### config.mk
export PLATFORM = sky130hd
export DESIGN_NAME = fifo_stream
export DESIGN_NICKNAME = d
export VERILOG_FILES = /design/src/rtl/fifo_stream.sv
export SDC_FILE = /design/constraint.sdc
export NUM_CORES = 1
export LEC_CHECK = 0
export BUFFER_PORTS_ARGS = -buffer_cell sky130_fd_sc_hd__buf_2
export CORE_ASPECT_RATIO = 2
export CORE_MARGIN = 2
export CORE_UTILIZATION = 35
export CTS_CLUSTER_SIZE = 24
export DETAILED_ROUTE_END_ITERATION = 10
export GPL_TIMING_DRIVEN = 0
export SLEW_MARGIN = 20
export SYNTH_ARGS = -nofsm -noshare
export SYNTH_HDL_FRONTEND = slang
export SYNTH_SLANG_ARGS = --single-unit
### constraint.sdc
create_clock -name clk -period 4 [get_ports clk]
set_input_delay 0.2 -clock clk [delete_from_list [all_inputs] [get_ports clk]]
set_output_delay 0.2 -clock clk [all_outputs]
set_load 0.02 [all_outputs]
### src/rtl/fifo_stream.sv
// rtl/fifo_stream.sv - Parametrised word FIFO replaying stored words as spaced output strobes
// Optional build macro FIFO_STREAM_DROP_OLDEST_EN: a write into a full FIFO with no read overwrites the oldest word.
module fifo_stream #(
    parameter int WIDTH     = 8,
    parameter int DEPTH     = 16,
    parameter int AW        = $clog2(DEPTH),
    parameter int GAP       = 0,
    parameter int AF_THRESH = DEPTH - 2
) (
    input  logic             clk,
    input  logic             rst_n,
    input  logic [WIDTH-1:0] in_data,
    input  logic             in_d_rdy,
    input  logic             rdy2rcv,
    output logic [WIDTH-1:0] out_data,
    output logic             out_d_rdy,
    output logic [AW:0]      level,
    output logic             empty,
    output logic             full,
    output logic             almost_full,
    output logic             overflow
);

    // Gap counter needs at least one bit even when no spacing is requested.
    localparam int            GW       = (GAP > 0) ? $clog2(GAP + 1) : 1;
    localparam logic [AW:0]   DEPTH_L  = DEPTH[AW:0];
    localparam logic [AW:0]   AF_L     = AF_THRESH[AW:0];
    localparam logic [GW-1:0] GAP_L    = GAP[GW-1:0];
    localparam logic [AW:0]   CNT_ONE  = 1;
    localparam logic [AW-1:0] PTR_ONE  = 1;
    localparam logic [GW-1:0] GAP_ONE  = 1;

    logic [WIDTH-1:0] mem [DEPTH];
    logic [AW-1:0]    wr_ptr;
    logic [AW-1:0]    rd_ptr;
    logic [AW:0]      cnt;
    logic [GW-1:0]    gap_cnt;

    logic rd_fire;
    logic wr_ok;
    logic wr_full_hit;
    logic drop_oldest;
    logic mem_we;

    assign level       = cnt;
    assign empty       = (cnt == '0);
    assign full        = (cnt == DEPTH_L);
    assign almost_full = (cnt >= AF_L);

    // A word leaves only when the consumer is ready and the spacing interval has elapsed.
    assign rd_fire     = rdy2rcv & ~empty & (gap_cnt == '0);
    // A read in the same cycle frees the slot, so a full FIFO can still accept.
    assign wr_ok       = in_d_rdy & (~full | rd_fire);
    assign wr_full_hit = in_d_rdy & full & ~rd_fire;

`ifdef FIFO_STREAM_DROP_OLDEST_EN
    assign drop_oldest = wr_full_hit;
`else
    assign drop_oldest = 1'b0;
`endif

    assign mem_we = wr_ok | drop_oldest;

    // Storage array; contents need no reset because the pointers define validity.
    always_ff @(posedge clk) begin
        if (mem_we) begin
            mem[wr_ptr] <= in_data;
        end
    end

    // Pointers, occupancy, output strobe, spacing counter and sticky overflow.
    always_ff @(posedge clk) begin
        if (!rst_n) begin
            wr_ptr    <= '0;
            rd_ptr    <= '0;
            cnt       <= '0;
            gap_cnt   <= '0;
            out_data  <= '0;
            out_d_rdy <= 1'b0;
            overflow  <= 1'b0;
        end else begin
            if (rd_fire) begin
                out_data  <= mem[rd_ptr];
                out_d_rdy <= 1'b1;
                gap_cnt   <= GAP_L;
            end else begin
                out_d_rdy <= 1'b0;
                if (gap_cnt != '0) begin
                    gap_cnt <= gap_cnt - GAP_ONE;
                end
            end

            // Overwriting the oldest word advances the read side past it as well.
            if (rd_fire || drop_oldest) begin
                rd_ptr <= rd_ptr + PTR_ONE;
            end
            if (wr_ok || drop_oldest) begin
                wr_ptr <= wr_ptr + PTR_ONE;
            end

            if (wr_ok && !rd_fire) begin
                cnt <= cnt + CNT_ONE;
            end else if (rd_fire && !wr_ok) begin
                cnt <= cnt - CNT_ONE;
            end

            if (wr_full_hit) begin
                overflow <= 1'b1;
            end
        end
    end

endmodule
## After elaboration in Yosys (flattened, before gate mapping)

Memories as Yosys holds them, arrays and structs flattened. A register that Yosys moved wholly into a read port is not among the register bits.
Cells that the tools add are included.

| word-level totals | value |
|---|---|
| flip-flop bits (word level) | 16 |
| bits in latches | 0 |
| RAM bits | 128 |
| bits in read-only memories | 0 |
| input bits | 12 |
| output and inout bits | 18 |
| word-level logic and storage cells | 38 |
| memories | 1 |

| operators by class | value |
|---|---|
| add/sub/neg operators | 5 |
| multiply operators | 0 |
| div/mod/pow operators | 0 |
| $lt $le $gt $ge | 1 |
| equality and inequality tests | 1 |
| shift operators | 0 |
| mux-type cells | 5 |
| bitwise gates (word level) | 11 |
| reductions and logical operators | 8 |

Memories:

| name | depth | width | read ports | clocked after Yosys merged registers in | write ports | RTL line | source |
|---|---|---|---|---|---|---|---|
| mem | 16 | 8 | 1 | 1 | 1 | 33 | `logic [WIDTH-1:0] mem [DEPTH];` |

Operator list:

| kind | count |
|---|---|
| 5-bit two-way mux | 2 |
| 4-bit by 1-bit adder with 4-bit output (second input constant) | 2 |
| 5-bit by 1-bit adder with 5-bit output (second input constant) | 1 |
| 1-bit AND | 5 |
| 5-bit == test (second input constant) | 1 |
| 5-bit by 4-bit greater-or-equal comparator with 1-bit output (second input constant) | 1 |
| 5-bit logical NOT | 1 |
| 1-bit inverter | 5 |
| 5-bit by 1-bit subtractor with 5-bit output (second input constant) | 1 |
| 1-bit logical NOT | 3 |
| 1-bit two-way mux | 3 |
| 3-bit OR reduction | 1 |
| 1-bit logical AND | 2 |
| 2-bit nonzero test | 1 |
| 1-bit OR | 1 |
| 1-bit subtractor (second input constant) | 1 |

## Longest topological paths before layout

| depth | value |
|---|---|
| word-level depth | 10 |
| depth in mapped cells | 13 |
| depth with buffers taken out | 10 |

## Worst setup path after synthesis

OpenSTA, ideal clock, no wires.

| path | value |
|---|---|
| path type | register to register |
| start | reg cnt[0] (netlist: level[0]) |
| end | reg cnt[4] (netlist: level[4]) |
| library setup time | 0.072 ns |
| arrival | 3.005 ns |
| required time | 3.928 ns |
| path slack | 0.924 ns |
| stages on the path, launching flop included | 14 |
| path buffers | 3 |
| period minus slack after synthesis | 3.076 ns |
| path through | dfxtp_1 -> or4_4 -> buf_6 -> o21a_1 -> buf_2 -> buf_2 -> inv_1 -> ha_1 -> inv_1 -> fa_1 -> a21o_1 -> a21oi_1 -> mux2i_1 -> mux2i_1 |

| between the ends | value |
|---|---|
| cells in the longest elaborated chain, start to end | 9 |
| elaborated cells on any way between the ends | 17 |
| those cells by class | add/sub (2); eq/ne (1); mux (2); bitwise (6); reduce/logical (6) |

Ends and longest elaborated chain:

| item | RTL line | source |
|---|---|---|
| start, declared | 36 | `logic [AW:0] cnt;` |
| start signal, assigned | 102 | `cnt <= cnt + CNT_ONE;` |
| start signal, assigned | 104 | `cnt <= cnt - CNT_ONE;` |
| 5-bit logical NOT | 46 | `assign empty = (cnt == '0);` |
| 1-bit inverter | 51 | `assign rd_fire = rdy2rcv & ~empty & (gap_cnt == '0);` |
| 1-bit AND (2 in series) | 51 |  |
| 1-bit OR | 53 | `assign wr_ok = in_d_rdy & (~full \| rd_fire);` |
| 1-bit AND | 53 |  |
| 1-bit logical NOT | 103 | `end else if (rd_fire && !wr_ok) begin` |
| 1-bit logical AND | 103 |  |
| 2-bit nonzero test (no source line) | - |  |

Parallel ways exist; a longest one is shown, timed or not. The select of a mux whose other input is x is not followed.
A chain may end at the register's enable or synchronous reset.

## Final worst setup path

Same ends and word-level chain as after synthesis.

==> impl_metrics.json <==
{
  "status": "complete, no violations",
  "fp.dieW_um": 97.4,
  "worstSetupEndpointType": "flip-flop",
  "die_area_um2": 18600,
  "yosysSeqAreaShare_pct": 70.8,
  "wl_per_cell_um": 20.6,
  "synthFlopType": "edfxtp_1",
  "cpPeakStageDelay_ns": 0.56,
  "die_y_um": 191,
  "num_io_pins": 30,
  "synth_area_um2": 6110,
  "rsz0062_at_grt": "no",
  "dp_hpwl_mm": 9.99,
  "final_cells": 668,
  "p_sw_mw": 1.03,
  "vias": 3431,
  "place_inst": 636,
  "synth.distinct_cells": 37,
  "diodes": 0,
  "crit_family": "buffers and inverters",
  "fin_setup_tns_ns": 0,
  "drtPass1Iterations": 4,
  "postCtsSetupRepairBufs": 0,
  "ys_seq_elements": 152,
  "hp-class": "in -> reg",
  "layout-drive-gt1-share_pct": 16.6,
  "leakage_nw": 2.37,
  "async_flop_share_pct": 0,
  "post-route-util_pct": 41.5,
  "grt_pass1_wl_mm": 20.8,
  "period_minus_slack_ns": 3.44,
  "slew_viol_final": 0,
  "synth_area_per_cell_um2": 15.4,
  "antenna_found_initial": 0,
  "grt_overflow_total": 0,
  "required_ns": 4.35,
  "clk_latency_ns": 0.43,
  "grt_usage_pct": 15.5,
  "rows": 68,
  "maxCapViolations": 0,
  "ctsHoldBuffers": 0,
  "cts_tree": "done",
  "drt_iter0_markers": 175,
  "worst_setup_path_start_kind": "flip-flop",
  "clk_pin_slew_ns": 0.06,
  "p_comb_share_pct": 15.1,
  "p_clk_share_pct": 38.9,
  "max_freq_mhz": 290,
  "swShare_pct": 25.4,
  "period_share_pct": 86.1,
  "htree_num_levels": 4,
  "maxSlewHeadroom_pct": 44.7,
  "postSynthCellCount": 397,
  "tightest_slew_ns": 0.827,
  "finalWeightedCongestion": 0.780,
  "grt_start_max_net_pins": 17,
  "cp_num_buf_inv": 5,
  "crit_fanout": 10,
  "finalSetupViolations": 0,
  "synth_edf_count": 128,
  "cts_buffers": 17,
  "dp_slack_ns": 0.543,
  "grt_pass1_vias": 3547,
  "finalHoldViolCount": 0,
  "cp_cell_sequence": "or4_4 -> buf_6 -> o21a_1 -> buf_2 -> buf_2 -> inv_1 -> ha_1 -> inv_1 -> fa_1 -> a21o_1 -> a21oi_1 -> mux2i_1 -> mux2i_1",
  "power_per_cell_area_nw_per_um2": 570,
  "drcViolationCount": 0,
  "p_int_mw": 3.03,
  "syn_nets": 419,
  "arrival_ns": 3.79,
  "numPortBuffers": 29,
  "cts_root_buf": "clkbuf_16",
  "cpMaxStageDelayCell": "or4_4",
  "skew_ns": 0.0101,
  "yosysWarnings": 0,
  "routed_via_density": 5.14,
  "start_util_pct": 35.5,
  "ir_drop_v": 0.000401,
  "numClockSinks": 152,
  "post_cts_resize_count": 0,
  "layout_setup_ws_ns": 0.557,
  "drt_wl_total_mm": 13.8,
  "syn_to_final_growth_pct": 16.9,
  "core_area_um2": 17200,
  "clockBufferDepth": 2,
  "p_seq_share_pct": 46.0,
  "critPathKind": "reg -> reg",
  "ant_nets": 0,
  "fin_nets": 467
}
[worst reg2reg max path, cell delays in order, from the launching register on]
cell,delay [ns]
dfxtp_1,0.38
or4_4,0.56
buf_6,0.15
o21a_1,0.18
buf_2,0.19
buf_2,0.23
inv_1,0.08
ha_1,0.16
inv_1,0.12
fa_1,0.43
a21o_1,0.18
a21oi_1,0.18
mux2i_1,0.30
mux2i_1,0.23
[cells by family after synthesis]
group	Yosys count	synth area share (%)
DFF	152	70.8
muxes	70	11.5
and+or+nand+nor	67	6.00
AOI/OAI and AO/OA	60	6.25
buffers and inverters	29	2.09
adders and majority gates	10	2.17
xor gates and xnor gates	8	1.15
other	1	0.0614
[power by group through the flow]
stage	clock network (mW)	registers [mW]	logic, mW
after floorplan	0	1.94	0.372
after global placement	0	1.90	0.601
after detailed placement	0	1.90	0.613
after CTS	1.60	1.87	0.619
after global routing	1.67	1.88	0.676
final	1.58	1.87	0.615
[metrics by stage]
stage               total power, mW  hold slack (ns)  area, µm²
finish                         4.07            0.106       7140
global route                   4.23            0.104       7140
CTS                            4.09           0.0949       7130
detailed placement             2.51            0.455       6530
global placement               2.50            0.451       6520
floorplan                      2.31            0.299       6110
[final timing paths]
check / from / slack [ns] / to / cells after the start
worst max-delay path: level[0] / 0.56 / level[4] / 13
worst min register to register: overflow / 0.47 / overflow / 1
worst min-delay path: rst_n / 0.11 / wr_ptr[3] / 3
worst max register to register: level[0] / 0.56 / level[4] / 13
[cells in the final DEF (no fill, tap or decap), types with 2 or more instances in the layout]
master,netlist,final
buf_1,2,2
nand3_1,3,3
o22ai_1,32,32
mux2i_1,70,70
o211ai_1,2,2
clkbuf_8,0,3
xor2_1,2,2
ha_1,9,9
a21oi_1,10,10
and2_1,8,8
nand3b_1,3,3
nor4_1,8,8
nor3_2,0,4
clkbuf_1,12,17
nand2_1,9,9
inv_1,5,5
o21a_1,2,2
nand2b_1,4,4
nor2_1,16,16
o21ai_0,10,10
xnor2_1,6,6
buf_2,9,38
or3b_2,3,3
dfxtp_1,24,24
nor2b_1,4,4
clkbuf_16,0,21
edfxtp_1,128,128
[Yosys cell counts, types with 3 or more instances]
cell	number	area [µm²]
nand3b_1	3	22.5
nor2_1	16	60.1
edfxtp_1	128	3840
nor4_1	8	50.1
or3b_2	3	26.3
buf_2	9	45.0
nand2_1	9	33.8
and2_1	8	50.1
xnor2_1	6	52.6
o22ai_1	32	200
nand2b_1	4	25.0
ha_1	9	113
nor3_1	4	20.0
nand3_1	3	15.0
inv_1	5	18.8
clkbuf_1	12	45.0
a21oi_1	10	50.1
dfxtp_1	24	480
o21ai_0	10	50.1
mux2i_1	70	701
nor2b_1	4	25.0
[metal layers]
metal,share of wire [%],track usage [%]
met1,34,13.9
met2,59,30.9
met3,2.7,2.86
met4,4.1,9.19
met5,0,0
[area by class of cell]
class	count	area, µm²
Timing Repair Buffer	29	145
Multi-Input combinational cell	216	1680
Sequential cell	152	4320
Clock inverter	3	20.0
Clock buffer	29	586
Fill cell	1571	10000
Tap cell	210	263
Inverter	5	18.8
Buffer	24	109
[state kept, by name (all words and copies together) (netlist names)]
register and cells:
mem 128, out_data 8, level 5, rd_ptr 4
wr_ptr 4, gap_cnt 1, out_d_rdy 1, overflow 1
Note: power is estimated with default switching activity, not from simulation.
